`config.mk`:
```
export PLATFORM = sky130hd
export DESIGN_NAME = alu_share_ctrl
export DESIGN_NICKNAME = d
export VERILOG_FILES = /design/src/rtl/alu_share_ctrl.sv
export SDC_FILE = /design/constraint.sdc
export NUM_CORES = 1
export LEC_CHECK = 0
export BUFFER_PORTS_ARGS = -buffer_cell sky130_fd_sc_hd__buf_2
export CORE_AREA = 2 2 211 213
export DETAILED_ROUTE_END_ITERATION = 10
export DIE_AREA = 0 0 213 215
export PLACE_DENSITY_LB_ADDON = 0.25
export SETUP_SLACK_MARGIN = 0.05
export SLEW_MARGIN = 0
export SYNTH_ARGS = -nofsm -noshare
export SYNTH_HDL_FRONTEND = slang
export SYNTH_SLANG_ARGS = --single-unit
```
`constraint.sdc`:
```
create_clock -name clk -period 2.5 [get_ports clk]
set_clock_uncertainty 0.15 [all_clocks]
set_input_delay 0.125 -clock clk [delete_from_list [all_inputs] [get_ports clk]]
set_output_delay 0.125 -clock clk [all_outputs]
set_load 0.02 [all_outputs]
```
`src/rtl/alu_share_ctrl.sv`:
```
// Two-port sequencer/arbiter in front of the shared 64-bit execute-stage ALU.
// Define ALU_SHARE_RR_EN for round-robin arbitration; default is fixed priority to port 0.
module alu_share_ctrl #(
    parameter int unsigned SIZE        = 64,
    parameter int unsigned MULT_CYCLES = 4
) (
    input  logic            clk,
    input  logic            rst_n,
    input  logic            req0_valid,
    output logic            req0_ready,
    input  logic [3:0]      req0_control,
    input  logic [SIZE-1:0] req0_a,
    input  logic [SIZE-1:0] req0_b,
    input  logic            req1_valid,
    output logic            req1_ready,
    input  logic [3:0]      req1_control,
    input  logic [SIZE-1:0] req1_a,
    input  logic [SIZE-1:0] req1_b,
    output logic            resp_valid,
    input  logic            resp_ready,
    output logic            resp_id,
    output logic [SIZE-1:0] resp_out,
    output logic            resp_zero,
    output logic            resp_overflow,
    output logic [3:0]      alu_control,
    output logic [SIZE-1:0] alu_a,
    output logic [SIZE-1:0] alu_b,
    input  logic [SIZE-1:0] alu_out,
    input  logic            alu_zero,
    input  logic            alu_overflow
);

    typedef enum logic [1:0] {IDLE, EXEC, RESP} state_t;

    state_t          state;
    logic [3:0]      cnt;
    logic            cur_id;
    logic            grant0, grant1;
    logic [3:0]      sel_control;
    logic [SIZE-1:0] sel_a, sel_b;
    logic            known_op, addsub_op;

`ifdef ALU_SHARE_RR_EN
    logic            prio;  // 1: port 1 wins the next simultaneous contest

    always_comb begin
        grant0 = 1'b0;
        grant1 = 1'b0;
        if (req0_valid && req1_valid) begin
            grant0 = !prio;
            grant1 = prio;
        end else begin
            grant0 = req0_valid;
            grant1 = req1_valid;
        end
    end
`else
    always_comb begin
        grant0 = req0_valid;
        grant1 = req1_valid && !req0_valid;
    end
`endif

    assign req0_ready = (state == IDLE) && grant0;
    assign req1_ready = (state == IDLE) && grant1;

    always_comb begin
        sel_control = req1_ready ? req1_control : req0_control;
        sel_a       = req1_ready ? req1_a : req0_a;
        sel_b       = req1_ready ? req1_b : req0_b;
    end

    // alu_control holds the latched op for the whole of EXEC
    assign known_op  = (alu_control != 4'd0) && (alu_control <= 4'd7);
    assign addsub_op = (alu_control == 4'd3) || (alu_control == 4'd4);

    always_ff @(posedge clk) begin
        if (!rst_n) begin
            state         <= IDLE;
            cnt           <= '0;
            cur_id        <= 1'b0;
            alu_control   <= '0;
            alu_a         <= '0;
            alu_b         <= '0;
            resp_valid    <= 1'b0;
            resp_id       <= 1'b0;
            resp_out      <= '0;
            resp_zero     <= 1'b0;
            resp_overflow <= 1'b0;
`ifdef ALU_SHARE_RR_EN
            prio          <= 1'b0;
`endif
        end else begin
            case (state)
                IDLE: begin
                    if (req0_ready || req1_ready) begin
                        cur_id      <= req1_ready;
                        alu_control <= sel_control;
                        alu_a       <= sel_a;
                        alu_b       <= sel_b;
                        cnt         <= (sel_control == 4'd6) ? 4'(MULT_CYCLES) : 4'd1;
                        state       <= EXEC;
`ifdef ALU_SHARE_RR_EN
                        prio        <= req0_ready;
`endif
                    end
                end
                EXEC: begin
                    cnt <= cnt - 4'd1;
                    if (cnt == 4'd1) begin
                        resp_out      <= known_op ? alu_out : '0;
                        resp_zero     <= known_op ? alu_zero : 1'b1;
                        resp_overflow <= addsub_op && alu_overflow;
                        resp_id       <= cur_id;
                        resp_valid    <= 1'b1;
                        alu_control   <= '0;
                        alu_a         <= '0;
                        alu_b         <= '0;
                        state         <= RESP;
                    end
                end
                RESP: begin
                    if (resp_ready) begin
                        resp_valid <= 1'b0;
                        state      <= IDLE;
                    end
                end
                default: state <= IDLE;
            endcase
        end
    end

endmodule

```
Yosys cells after proc, flatten, opt, wreduce, memory -nomap -nowiden
Index checks and enable logic that the tools add are counted.
{ "op_classes": {"add_sub_neg": 1, "magnitude_cmp": 1, "eq_ne": 9, "muxes": 23, "reduce_logical": 18} }
{ "ops": {"columns": ["op", "count"], "rows": [
  ["$mux 64", 6],
  ["$pmux 64 s2", 2],
  ["$mux 4", 4],
  ["$pmux 4 s2", 2],
  ["$reduce_and 3->1", 3],
  ["$eq 4x3->1 const B", 2],
  ["$mux 2", 3],
  ["$pmux 2 s3", 1],
  ["$reduce_and 2->1", 3],
  ["$logic_and 1x1->1", 5],
  ["$eq 4x1->1 const B", 1],
  ["$eq 4x2->1 const B", 1],
  ["$le 4x3->1 const B", 1],
  ["$ne 2x2->1 const B", 2],
  ["$reduce_bool 2->1", 2],
  ["$reduce_bool 4->1", 1],
  ["$sub 4x1->4 const B", 1],
  ["$mux 1", 3],
  ["$mux 3", 1],
  ["$eq 2x1->1 const B", 1],
  ["$eq 2x2->1 const B", 1],
  ["$logic_not 2->1", 1],
  ["$logic_or 1x1->1", 2],
  ["$ne 2x1->1 const B", 1],
  ["other kinds (2)", 2]
]} }
{ "totals": {"register_bits": 207, "input_bits": 335, "output_inout_bits": 202, "wordCells": 63} }

Logic depth before layout (Yosys ltp)
Gate-level depths: netlist of run 1.
{ "logic_depth": {"word_depth": 8, "ltp_mapped": 9} }

Least setup slack after synthesis of run 1
No wires, ideal clock.
{ "synth_path": {"kind": "reg2reg", "from": "register cnt[0]", "to": "register resp_zero", "setup_ns": 0.119, "arrival_ns": 1.693, "required_ns": 2.231, "path_slack_ns": 0.539, "path_stages_with_launch": 8, "cell_sequence": "dfxtp_1 ha_1 nor3b_2 nand2b_4 buf_6 or3_4 buf_6 o221a_2"} }
{ "synth_via": {"elab_chain_cells": 2} }
{ "synth_rtl": {"columns": ["element", "line_no", "rtl"], "rows": [
  ["start, declared", "36", "logic [3:0] cnt;"],
  ["start signal, assigned", "101", "cnt <= (sel_control == 4'd6) ? 4'(MULT_CYCLES) : 4'd1;"],
  ["start signal, assigned", "109", "cnt <= cnt - 4'd1;"],
  ["$eq 4x1->1", "110", "if (cnt == 4'd1) begin"],
  ["$reduce_and 2->1 (no source line)", null, null],
  ["end signal, assigned", "112", "resp_zero <= known_op ? alu_zero : 1'b1;"],
  ["end, declared", "23", "output logic resp_zero,"]
]} }
No other way between the ends.
A chain may end at the register's enable or synchronous reset.

Worst setup path after layout of run 1
{ "layout_path": {"from": "register state[0]", "to": "output req1_ready"} }
{ "layout_via": {"elab_chain_cells": 2} }
{ "layout_rtl": {"columns": ["element", "line_no", "rtl"], "rows": [
  ["start, declared", "35", "state_t state;"],
  ["start signal, assigned", "79", "state <= IDLE;"],
  ["start signal, assigned", "102", "state <= EXEC;"],
  ["start signal, assigned", "119", "state <= RESP;"],
  ["$logic_not 2->1", "65", "assign req1_ready = (state == IDLE) && grant1;"],
  ["$logic_and 1x1->1", "65", null],
  ["end, declared", "15", "output logic req1_ready,"]
]} }
No other way between the ends.

==> results of run 1 <==
-- per-layer routing --
layer	wire, um	vias up
li1	-	5096
met1	15720	4868
met2	19260	442
met3	2979	97
met4	1513	2
met5	11	-
-- cell usage in the layout (no fill, tap or decap), types with 2 or more instances in the layout --
cell           netlist  final
nand2_1            186    184
nor2_1               6      5
bufinv_16            0      2
buf_2               13    535
and2_1               4      4
buf_12               0     12
clkbuf_16            0     27
nor2b_1             23     23
a32oi_1             18     18
nor4bb_1             2      2
nand2_4              0      2
clkinvlp_4           0      2
inv_1                4      4
clkinv_2             0      6
nor3_1               3      3
clkbuf_1            46      4
diode_2              0      6
a21oi_1              4      4
a22o_1              18     18
dlygate4sd3_1        0    336
o31ai_1              2      2
clkbuf_8             0      6
o21ai_0             20     20
o21ai_2             50     50
nand3_1             65     65
mux2i_1            116    116
o22ai_1            115    115
o21a_1               2      2
buf_4                7     14
ha_1                 2      2
dfxtp_1            207    207
nand2b_4             2      2
-- logic make-up (layout without fill, tap and decap cells) --
group / count (synthesis) / count (layout) / synth area share (%)
compound gates: 233 / 233 / 18.76
fa+ha+maj: 2 / 2 / 0.2835
buf+inv: 98 / 949 / 5.756
flops: 207 / 207 / 46.96
mux: 116 / 116 / 13.16
other cells: 0 / 6 / 0
simple gates: 297 / 297 / 15.09
-- worst max-delay path, cell delays in order, from the launching register on --
cell and delay (ns):
dfxtp_1 0.40, nor4b_4 0.37, buf_12 0.27, buf_12 0.24, buf_2 0.20
-- power breakdown --
part	switching (uW)	internal, uW
logic	1390	1190
clock network	1500	2350
registers	161	3590
total	3060	7130
-- sequential cells by signal (all words and copies together) (netlist names) --
name and flops:
alu_a 64, alu_b 64, resp_out 64, alu_control 4, cnt 4, state 2, cur_id 1, resp_id 1
resp_overflow 1, resp_valid 1, resp_zero 1
-- final cells by class --
class / instances / area (um^2) / share of cell area (%)
tap: 592 / 740.7 / 4.515
sequential: 207 / 4144 / 25.26
multi-input combinational: 648 / 4217 / 25.70
antenna: 6 / 15.01 / 0.09153
inverter: 4 / 15.01 / 0.09153
clock inverter: 11 / 113.9 / 0.6941
timing repair buffer: 897 / 6386 / 38.93
clock buffer: 37 / 773.2 / 4.714
-- path summary, 6_finish.rpt --
check                             from                   endpoint  cells past startpoint
max              state[0]$_SDFFE_PN0P_                 req1_ready                      4
min                    req1_control[3]        cnt[2]$_SDFFE_PN0P_                      4
max reg2reg      state[0]$_SDFFE_PN0P_     alu_b[24]$_SDFFE_PN0P_                      5
min reg2reg  resp_out[20]$_SDFFE_PN0P_  resp_out[20]$_SDFFE_PN0P_                      2
-- cells in the mapped netlist, types with 2 or more instances --
library cell | number | area, um^2
a21oi_1 | 4 | 20.02
a22o_1 | 18 | 157.7
a32oi_1 | 18 | 157.7
and2_1 | 4 | 25.02
buf_1 | 15 | 56.30
buf_2 | 13 | 65.06
buf_4 | 7 | 52.55
buf_6 | 13 | 146.4
clkbuf_1 | 46 | 172.7
dfxtp_1 | 207 | 4144
ha_1 | 2 | 25.02
inv_1 | 4 | 15.01
mux2i_1 | 116 | 1161
nand2_1 | 186 | 698.2
nand2b_4 | 2 | 27.53
nand3_1 | 65 | 325.3
nor2_1 | 6 | 22.52
nor2b_1 | 23 | 143.9
nor3_1 | 3 | 15.01
nor4bb_1 | 2 | 20.02
o21a_1 | 2 | 15.01
o21ai_0 | 20 | 100.1
o21ai_2 | 50 | 437.9
o22ai_1 | 115 | 719.4
o31ai_1 | 2 | 15.01
-- repair_timing --
item                       CTS  global route
hold endpoints to repair   206             0
pin swaps                    0             1
hold buffers               336             0
setup endpoints to repair    1             1
gates resized for setup      1             0
-- stage by stage --
step           power [uW]  hold WS, ns  util, %  setup WS [ns]  area [um^2]
2_1_floorplan        5032       0.1149        -         0.5387         8825
3_3_place_gp         5931       0.2171    27.79         0.3536        12130
3_5_place_dp         5948       0.2250    27.79         0.3442        12130
4_1_cts             10320      0.05699    37.55        0.06324        16390
5_1_grt             10660       0.1037    37.58        0.06867        16400
6_report            10180      0.08970    37.59         0.1852        16400
==> flow_summary.json, run 1 <==
{
  "ff2ff_setup_slack_ns": 0.26,
  "die_w_um": 213,
  "fin_cells": 2402,
  "cts_buffer_depth": 3,
  "worst_slew_pin_slew_ns": 0.8410,
  "async_reset_ff_share_pct": 0,
  "grt_usage_pct": 16.33,
  "cts.sinks": 207,
  "grt_max_degree": 106,
  "cts-root-buf": "clkbuf_16",
  "startpoint_type": "flop",
  "postRouteAntennaNets": 0,
  "synth_fp_nets": 1290,
  "cts_setup_buffers": 0,
  "start_util_pct": 20.22,
  "synth.distinct_cells": 35,
  "grt_pass1_vias": 10728,
  "layout.nets": 2121,
  "layout-drive-gt1-share_pct": 36.86,
  "hold_class": "input port to flop",
  "place_hpwl_mm": 26.29,
  "first_pass_iters": 5,
  "cts_tree": "done",
  "busiest_layer": "met2",
  "fill_cells": 4368,
  "yosysSeqAreaShare_pct": 46.96,
  "worstSetupPathType": "flop to output port",
  "post-route-period-util_pct": 92.59,
  "p_per_area_nw_per_um2": 620.7,
  "dp.cells": 2012,
  "synth_cells": 953,
  "drc_errors": 0,
  "vias_per_cell": 4.373,
  "clk_pin_slew_worst_paths_ns": 0.06,
  "path_max_fanout": 25,
  "rsz0062_at_grt": "false",
  "routedWlPerCell_um": 16.44,
  "drt_iter0_drc": 486,
  "rows": 77,
  "critPathRequiredTime_ns": 2.23,
  "place.gp.congestion": 0.8419,
  "p_leak_uw": 0.007355,
  "ios": 537,
  "grt_util_met2_pct": 29.02,
  "relSlewSlack_pct": 43.72,
  "finalCriticalPeriod_ns": 2.315,
  "synth_edf_count": 0,
  "fin_setup_tns_ns": 0,
  "cts_buffers": 26,
  "die-area_um2": 45800,
  "syn_avg_cell_area_um2": 9.260,
  "grt_pass1_wl_mm": 59.17,
  "grt_overflow": 0,
  "dieHeight_um": 215,
  "wirelength_mm": 39.48,
  "clock_latency_ns": 0.54,
  "ir_drop_uv": 402.7,
  "synth_ff_type": "dfxtp_1",
  "dr_total_vias": 10505,
  "core_area_um2": 43640,
  "cap_violations": 0,
  "grtUsageMet1_pct": 18.32,
  "finalHoldViolations": 0,
  "io_buffers": 536,
  "drv_slew": 0,
  "htree_levels": 1,
  "syn_area_um2": 8825,
  "critPathArrivalTime_ns": 2.04,
  "cp-end-kind": "output port",
  "outcome": "finished clean",
  "ys_seq_elements": 207,
  "synthToLayoutAreaGrowth_pct": 85.89,
  "met3_usage_pct": 4.063,
  "yosys_warnings": 0,
  "max_freq_mhz": 432.0,
  "antenna_found_initial": 9,
  "setup_violations": 0
}
(Power assumes the default switching activity.)
==> inputs of run 2 (changes only) <==
--- a/config.mk
+++ b/config.mk
@@ -6,12 +6,13 @@
 export NUM_CORES = 1
 export LEC_CHECK = 0
 export BUFFER_PORTS_ARGS = -buffer_cell sky130_fd_sc_hd__buf_2
-export CORE_AREA = 2 2 211 213
+export CELL_PAD_IN_SITES_DETAIL_PLACEMENT = 0
+export CELL_PAD_IN_SITES_GLOBAL_PLACEMENT = 1
+export CORE_AREA = 2 2 208 210
 export DETAILED_ROUTE_END_ITERATION = 10
-export DIE_AREA = 0 0 213 215
+export DIE_AREA = 0 0 210 212
 export PLACE_DENSITY_LB_ADDON = 0.25
 export SETUP_SLACK_MARGIN = 0.05
-export SLEW_MARGIN = 0
 export SYNTH_ARGS = -nofsm -noshare
 export SYNTH_HDL_FRONTEND = slang
 export SYNTH_SLANG_ARGS = --single-unit
==> run 2 against run 1 <==
Net effect:
- clock power decreased by 3%
- largest power group is now sequential cells
- sequential share of layout area decreased by 0.10 points
- utilization increased by 1.2 points
- final cell count decreased by 1.3%
- critical endpoint is now alu_control[1]$_SDFFE_PN0P_
- count of clock-buffer cells in the layout increased by 3
- design area increased by 0.43%
- hold slack got worse by 0.069 ns
- combinational power increased by 3%
==> flow_summary.json, run 2 (synthesis results as in run 1) <==
{
  "outcome": "finished clean",
  "grt_overflow": 0,
  "startpoint_type": "input port",
  "layout-drive-gt1-share_pct": 37.09,
  "grt_pass1_vias": 10543,
  "cap_violations": 0,
  "place.gp.congestion": 0.8190,
  "dpl_cell_area_um2": 12150,
  "ios": 537,
  "grt_max_degree": 150,
  "first_pass_iters": 4,
  "cts.sinks": 207,
  "synthToLayoutAreaGrowth_pct": 86.69,
  "hold_class": "input port to flop",
  "dr_total_vias": 10396,
  "max_freq_mhz": 423.9,
  "fin_cells": 2370,
  "cts-root-buf": "clkbuf_16",
  "finalCriticalPeriod_ns": 2.359,
  "drt_iter0_drc": 414,
  "post-route-period-util_pct": 94.36,
  "drc_errors": 0,
  "cts_buffers": 26,
  "cts_buffer_depth": 3,
  "finalHoldViolations": 0,
  "rows": 76,
  "die-area_um2": 44520,
  "setup_violations": 0,
  "grt_pass1_wl_mm": 57.28,
  "htree_levels": 1,
  "path_max_fanout": 7,
  "critPathRequiredTime_ns": 2.77,
  "grt_usage_pct": 16.11,
  "wirelength_mm": 38.11,
  "fin_setup_tns_ns": 0,
  "vias_per_cell": 4.386,
  "p_leak_uw": 0.007433,
  "core_area_um2": 42510,
  "clock_latency_ns": 0.55,
  "dieHeight_um": 212,
  "fin_area_um2": 16470,
  "ir_drop_uv": 505.6,
  "place_hpwl_mm": 25.99,
  "worstSetupPathType": "input port to flop",
  "relSlewSlack_pct": 33.12,
  "io_buffers": 536,
  "rsz0062_at_grt": "true",
  "drv_slew": 0,
  "worst_slew_pin_slew_ns": 0.9995,
  "critPathArrivalTime_ns": 2.63,
  "routedWlPerCell_um": 16.08,
  "start_util_pct": 20.76,
  "dp.cells": 1975,
  "layout_common_cells": "buf_2, dlygate4sd3_1, dfxtp_1",
  "cts_tree": "done",
  "postRouteAntennaNets": 0,
  "die_w_um": 210,
  "clk_pin_slew_worst_paths_ns": 0.07,
  "cp-end-kind": "flop",
  "p_per_area_nw_per_um2": 616.0,
  "layout_commonest_cell": "buf_2",
  "layout.nets": 2138,
  "antenna_found_initial": 6,
  "reg_top3": "alu_a (64), alu_b (64), resp_out (64)"
}
run 2: cell count changes in the layout (fill, tap and decap cells not counted), sizes merged:
cell,change
buf,+14
bufinv,-1
clkbuf,+4
clkinv,-4
clkinvlp,-2
diode,+1
dlygate4sd3,+2
run 2: through the flow:
stage | hold WS [ns] | utilization, % | power [uW] | setup WS [ns]
finish | 0.02112 | 38.76 | 10150 | 0.1409
global route | 0.06308 | 38.75 | 10690 | 0.02746
CTS | 0.003648 | 38.51 | 10310 | 0.1122
detailed placement | 0.2252 | 28.59 | 5970 | 0.3118
global placement | 0.2214 | 28.59 | 5971 | 0.3252
floorplan | 0.1149 | - | 5032 | 0.5387
run 2: area by class of cell:
class | count | area (um^2)
fillers | 4372 | 26030
repair buffers | 914 | 6571
multi-input cells | 648 | 4209
flip-flops and latches | 207 | 4145
clock buffers | 40 | 784.5
well taps | 546 | 683.2
clock inverters | 4 | 48.80
diodes | 7 | 17.52
inverters | 4 | 15.01
run 2: worst paths after layout:
kind	startpoint	to	slack, ns	cells after the start
worst max-delay path	req0_valid	alu_control[1]$_SDFFE_PN0P_	0.14	10
worst min-delay path	req0_control[2]	cnt[2]$_SDFFE_PN0P_	0.02	4
worst max register to register	state[0]$_SDFFE_PN0P_	alu_control[1]$_SDFFE_PN0P_	0.15	8
worst min register to register	resp_out[49]$_SDFFE_PN0P_	resp_out[49]$_SDFFE_PN0P_	0.31	2
run 2: timing repair:
item	CTS	global route
hold endpoints to repair	206	0
endpoints found under the setup margin	0	23
gates resized for setup	0	8
buffers inserted	0	5
hold buffers	338	0
run 2: critical path: stages:
cell and delay, ns:
dlygate4sd3_1 0.56, buf_2 0.19, nor4b_2 0.32, buf_4 0.20
buf_12 0.16, buf_6 0.14, buf_4 0.10, mux2i_1 0.17
dlygate4sd3_1 0.58, o22ai_1 0.08
run 2: metal layers:
layer  part of all wire, %  vias up  global-route usage [%]  wire, um
met1                    40     4800                   18.04     15200
met3                   6.4       77                   3.840      2427
li1                      -     5139                       -         -
met5                     0        -                       0         0
met2                    50      380                   28.56     18980
met4                   3.9        0                   8.242      1504
run 2: report_power, final:
group	internal [uW]	switching (uW)	leakage (uW)
registers	3590	161	0.00170
logic	1290	1390	0.00533
clock network	2240	1490	0.000410
total	7110	3040	0.00743
==> inputs of run 3 (changes only) <==
--- a/config.mk
+++ b/config.mk
@@ -8,9 +8,10 @@
 export BUFFER_PORTS_ARGS = -buffer_cell sky130_fd_sc_hd__buf_2
 export CELL_PAD_IN_SITES_DETAIL_PLACEMENT = 0
 export CELL_PAD_IN_SITES_GLOBAL_PLACEMENT = 1
-export CORE_AREA = 2 2 208 210
+export CORE_AREA = 2 2 211 213
+export CTS_BUF_LIST = sky130_fd_sc_hd__clkbuf_2
 export DETAILED_ROUTE_END_ITERATION = 10
-export DIE_AREA = 0 0 210 212
+export DIE_AREA = 0 0 213 215
 export PLACE_DENSITY_LB_ADDON = 0.25
 export SETUP_SLACK_MARGIN = 0.05
 export SYNTH_ARGS = -nofsm -noshare
==> run 3 against run 2 <==
Net effect:
- the run now fails in 4_1_cts
- synthesized area stayed put
- synthesized cell count stayed put
==> flow_summary.json, run 3 <==
{
  "dieHeight_um": 215,
  "syn_avg_cell_area_um2": 9.260,
  "failed_stage": "4_1_cts",
  "yosysTopAreaCellShare_pct": 46.96,
  "cts-root-buf": "clkbuf_2",
  "yosys_warnings": 0,
  "cts_buffer_depth": 3,
  "place_hpwl_mm": 25.58,
  "toolErrorMsg": "[ERROR RSZ-0060] Max buffer count reached.",
  "synth_most_common_cell": "dfxtp_1",
  "synth_compound_area_share_pct": 18.76,
  "synth_fp_nets": 1290,
  "synth_xor_area_share_pct": 0,
  "hold_buffers": 425,
  "ios": 537,
  "cts_buffers": 61,
  "place.gp.congestion": 0.8151,
  "outcome": "did not finish",
  "rows": 77,
  "yosys.area.top_type": "dfxtp_1",
  "synth_edf_count": 0,
  "synthSimpleGateAreaFrac_pct": 15.09,
  "cts.sinks": 207,
  "synthTopCellsByArea": "dfxtp_1, mux2i_1, o22ai_1",
  "dp_slack_ns": 0.2135,
  "muxShareOfSynthArea_pct": 13.16,
  "yosysSeqAreaShare_pct": 46.96,
  "synthTopCellsByCount": "dfxtp_1, nand2_1, mux2i_1, o22ai_1, nand3_1",
  "synthAdderAreaFrac_pct": 0.2836,
  "start_util_pct": 20.22,
  "ys_seq_elements": 207,
  "htree_levels": 2,
  "synth_cells": 953,
  "synth_top_family_by_area": "compound AO/OA/AOI/OAI gates",
  "cts_setup_buffers": 3,
  "io_buffers": 536,
  "die_w_um": 213,
  "synth_ff_type": "dfxtp_1",
  "synth.distinct_cells": 35,
  "async_reset_ff_share_pct": 0,
  "syn_area_um2": 8825,
  "cts_resized": 10
}
run 3: cell counts after synthesis:
No cell type changed its count.
run 3: cell families after synthesis:
kind of cell,after synthesis
flops,207
buf+inv,98
simple gates,297
mux,116
compound gates,233
fa+ha+maj,2
run 3: per-stage QoR:
step | hold slack (ns) | utilization [%] | cells | instance area [um^2]
after detailed placement | 0.2248 | 27.75 | 2013 | 12110
after global placement | 0.2179 | 27.75 | 2013 | 12110
after floorplan | 0.1149 | - | 953 | 8825
==> inputs of run 4 (changes only) <==
==> config.mk (replaced) <==
export PLATFORM = sky130hd
export DESIGN_NAME = alu_share_ctrl
export DESIGN_NICKNAME = d
export VERILOG_FILES = /design/src/rtl/alu_share_ctrl.sv
export SDC_FILE = /design/constraint.sdc
export NUM_CORES = 1
export LEC_CHECK = 0
export BUFFER_PORTS_ARGS = -buffer_cell sky130_fd_sc_hd__buf_2
export CORE_AREA = 2 2 209 211
export DETAILED_ROUTE_END_ITERATION = 10
export DIE_AREA = 0 0 211 213
export PLACE_DENSITY_LB_ADDON = 0.15
export SYNTH_ARGS = -nofsm -noshare
export SYNTH_HDL_FRONTEND = slang
export SYNTH_SLANG_ARGS = --single-unit
==> run 4 against run 3 <==
Net effect:
- the flow now finishes without violations
==> flow_summary.json, run 4 (synthesis results as in run 1) <==
{
  "dr_total_vias": 10479,
  "drv_slew": 0,
  "fin_setup_tns_ns": 0,
  "ir_drop_uv": 400.5,
  "fin_area_um2": 16390,
  "crit_buf_inv": 3,
  "grt_overflow": 0,
  "place.gp.congestion": 0.7622,
  "cp-end-kind": "flop",
  "layout.nets": 2133,
  "grt_usage_pct": 15.93,
  "worst_slew_pin_slew_ns": 0.7667,
  "dp_slack_ns": 0.3101,
  "antenna_found_initial": 4,
  "cts-root-buf": "clkbuf_16",
  "grt_max_degree": 96,
  "p_leak_uw": 0.007381,
  "cp_top_family": "buffers and inverters",
  "dieHeight_um": 213,
  "startpoint_type": "flop",
  "cts_tree": "done",
  "path_max_fanout": 36,
  "wirelength_mm": 38.21,
  "relSlewSlack_pct": 48.69,
  "clk_pin_slew_worst_paths_ns": 0.05,
  "drc_errors": 0,
  "core_area_um2": 42700,
  "critPathArrivalTime_ns": 2.61,
  "routedWlPerCell_um": 16.19,
  "clock_latency_ns": 0.52,
  "worst_hold_slack_ns": 0.05509,
  "max_freq_mhz": 422.1,
  "grt_pass1_vias": 10684,
  "cap_violations": 0,
  "htree_levels": 1,
  "slowest_stage": "dlygate4sd3_1",
  "cts_buffers": 26,
  "worstSetupPathType": "flop to flop",
  "layout_commonest_cell": "buf_2",
  "ios": 537,
  "post-route-period-util_pct": 94.77,
  "timing.final.ws_setup_ns": 0.1308,
  "slowest_delay_ns": 0.56,
  "first_pass_iters": 4,
  "start_util_pct": 20.67,
  "setup_violations": 0,
  "hold_class": "input port to flop",
  "p_per_area_nw_per_um2": 611.8,
  "dpl_cell_area_um2": 12120,
  "cts.sinks": 207,
  "drt_iter0_drc": 487,
  "grt_pass1_wl_mm": 57.31,
  "die_w_um": 211,
  "reg_top3": "alu_a (64), alu_b (64), resp_out (64)",
  "outcome": "finished clean",
  "layout_common_cells": "buf_2, dlygate4sd3_1, dfxtp_1",
  "io_buffers": 536,
  "place_hpwl_mm": 25.54,
  "cts_buffer_depth": 3,
  "cp_cell_sequence": "nor4b_4 > buf_4 > buf_12 > mux2i_1 > dlygate4sd3_1 > o22ai_1",
  "die-area_um2": 44940,
  "rows": 76,
  "vias_per_cell": 4.440,
  "synthToLayoutAreaGrowth_pct": 85.74,
  "finalHoldViolations": 0,
  "critPathRequiredTime_ns": 2.74,
  "postRouteAntennaNets": 0,
  "layout-drive-gt1-share_pct": 36.59,
  "finalCriticalPeriod_ns": 2.369
}
run 4: tightest hold or removal path: stages:
cell and delay (ns):
buf_2 0.17, nor3_1 0.07, o21ai_0 0.14, nand2_1 0.07
o2bb2ai_1 0.11
run 4: path summary, 6_finish.rpt:
| kind | cells after the start | slack (ns) | endpoint | from |
|---|---|---|---|---|
| min | 5 | 0.06 | cnt[2]$_SDFFE_PN0P_ | req1_valid |
| min reg2reg | 2 | 0.31 | resp_out[52]$_SDFFE_PN0P_ | resp_out[52]$_SDFFE_PN0P_ |
| max | 6 | 0.13 | alu_b[8]$_SDFFE_PN0P_ | state[1]$_SDFFE_PN0P_ |
| max reg2reg | 6 | 0.13 | alu_b[8]$_SDFFE_PN0P_ | state[1]$_SDFFE_PN0P_ |
run 4: power by group:
group | internal, uW | switching (uW)
registers | 3590 | 166
clock network | 2250 | 1440
logic | 1200 | 1380
run 4: cell type report:
class,count,area (um^2)
multi-input combinational,648,4220
inverter,4,15.01
clock buffer,38,747.0
fill,4279,26310
sequential,207,4144
timing repair buffer,909,6496
tap,546,683.2
antenna,2,5.005
clock inverter,6,80.08
run 4: stage by stage:
step	instances	power, uW	utilization, %
floorplan	953	5032	-
global placement	1973	5954	28.39
detailed placement	1973	5959	28.39
CTS	2358	10160	38.32
global route	2360	10540	38.39
finish	2360	10030	38.39
run 4: layer usage:
layer  track usage [%]  up-vias  share of wire (%)
met4             5.585        2                2.8
met3             3.706       79                7.0
met1             19.05     4859                 42
met5                 0        -              0.029
met2             27.92      424                 48
li1                  -     5115                  -
run 4: timing repair:
action                                 4_1_cts  5_1_grt
hold buffers                               341        0
setup endpoints to repair                    0       19
setup buffers                                0        0
endpoints found under the hold margin      203        0
gates resized for setup                      0        4
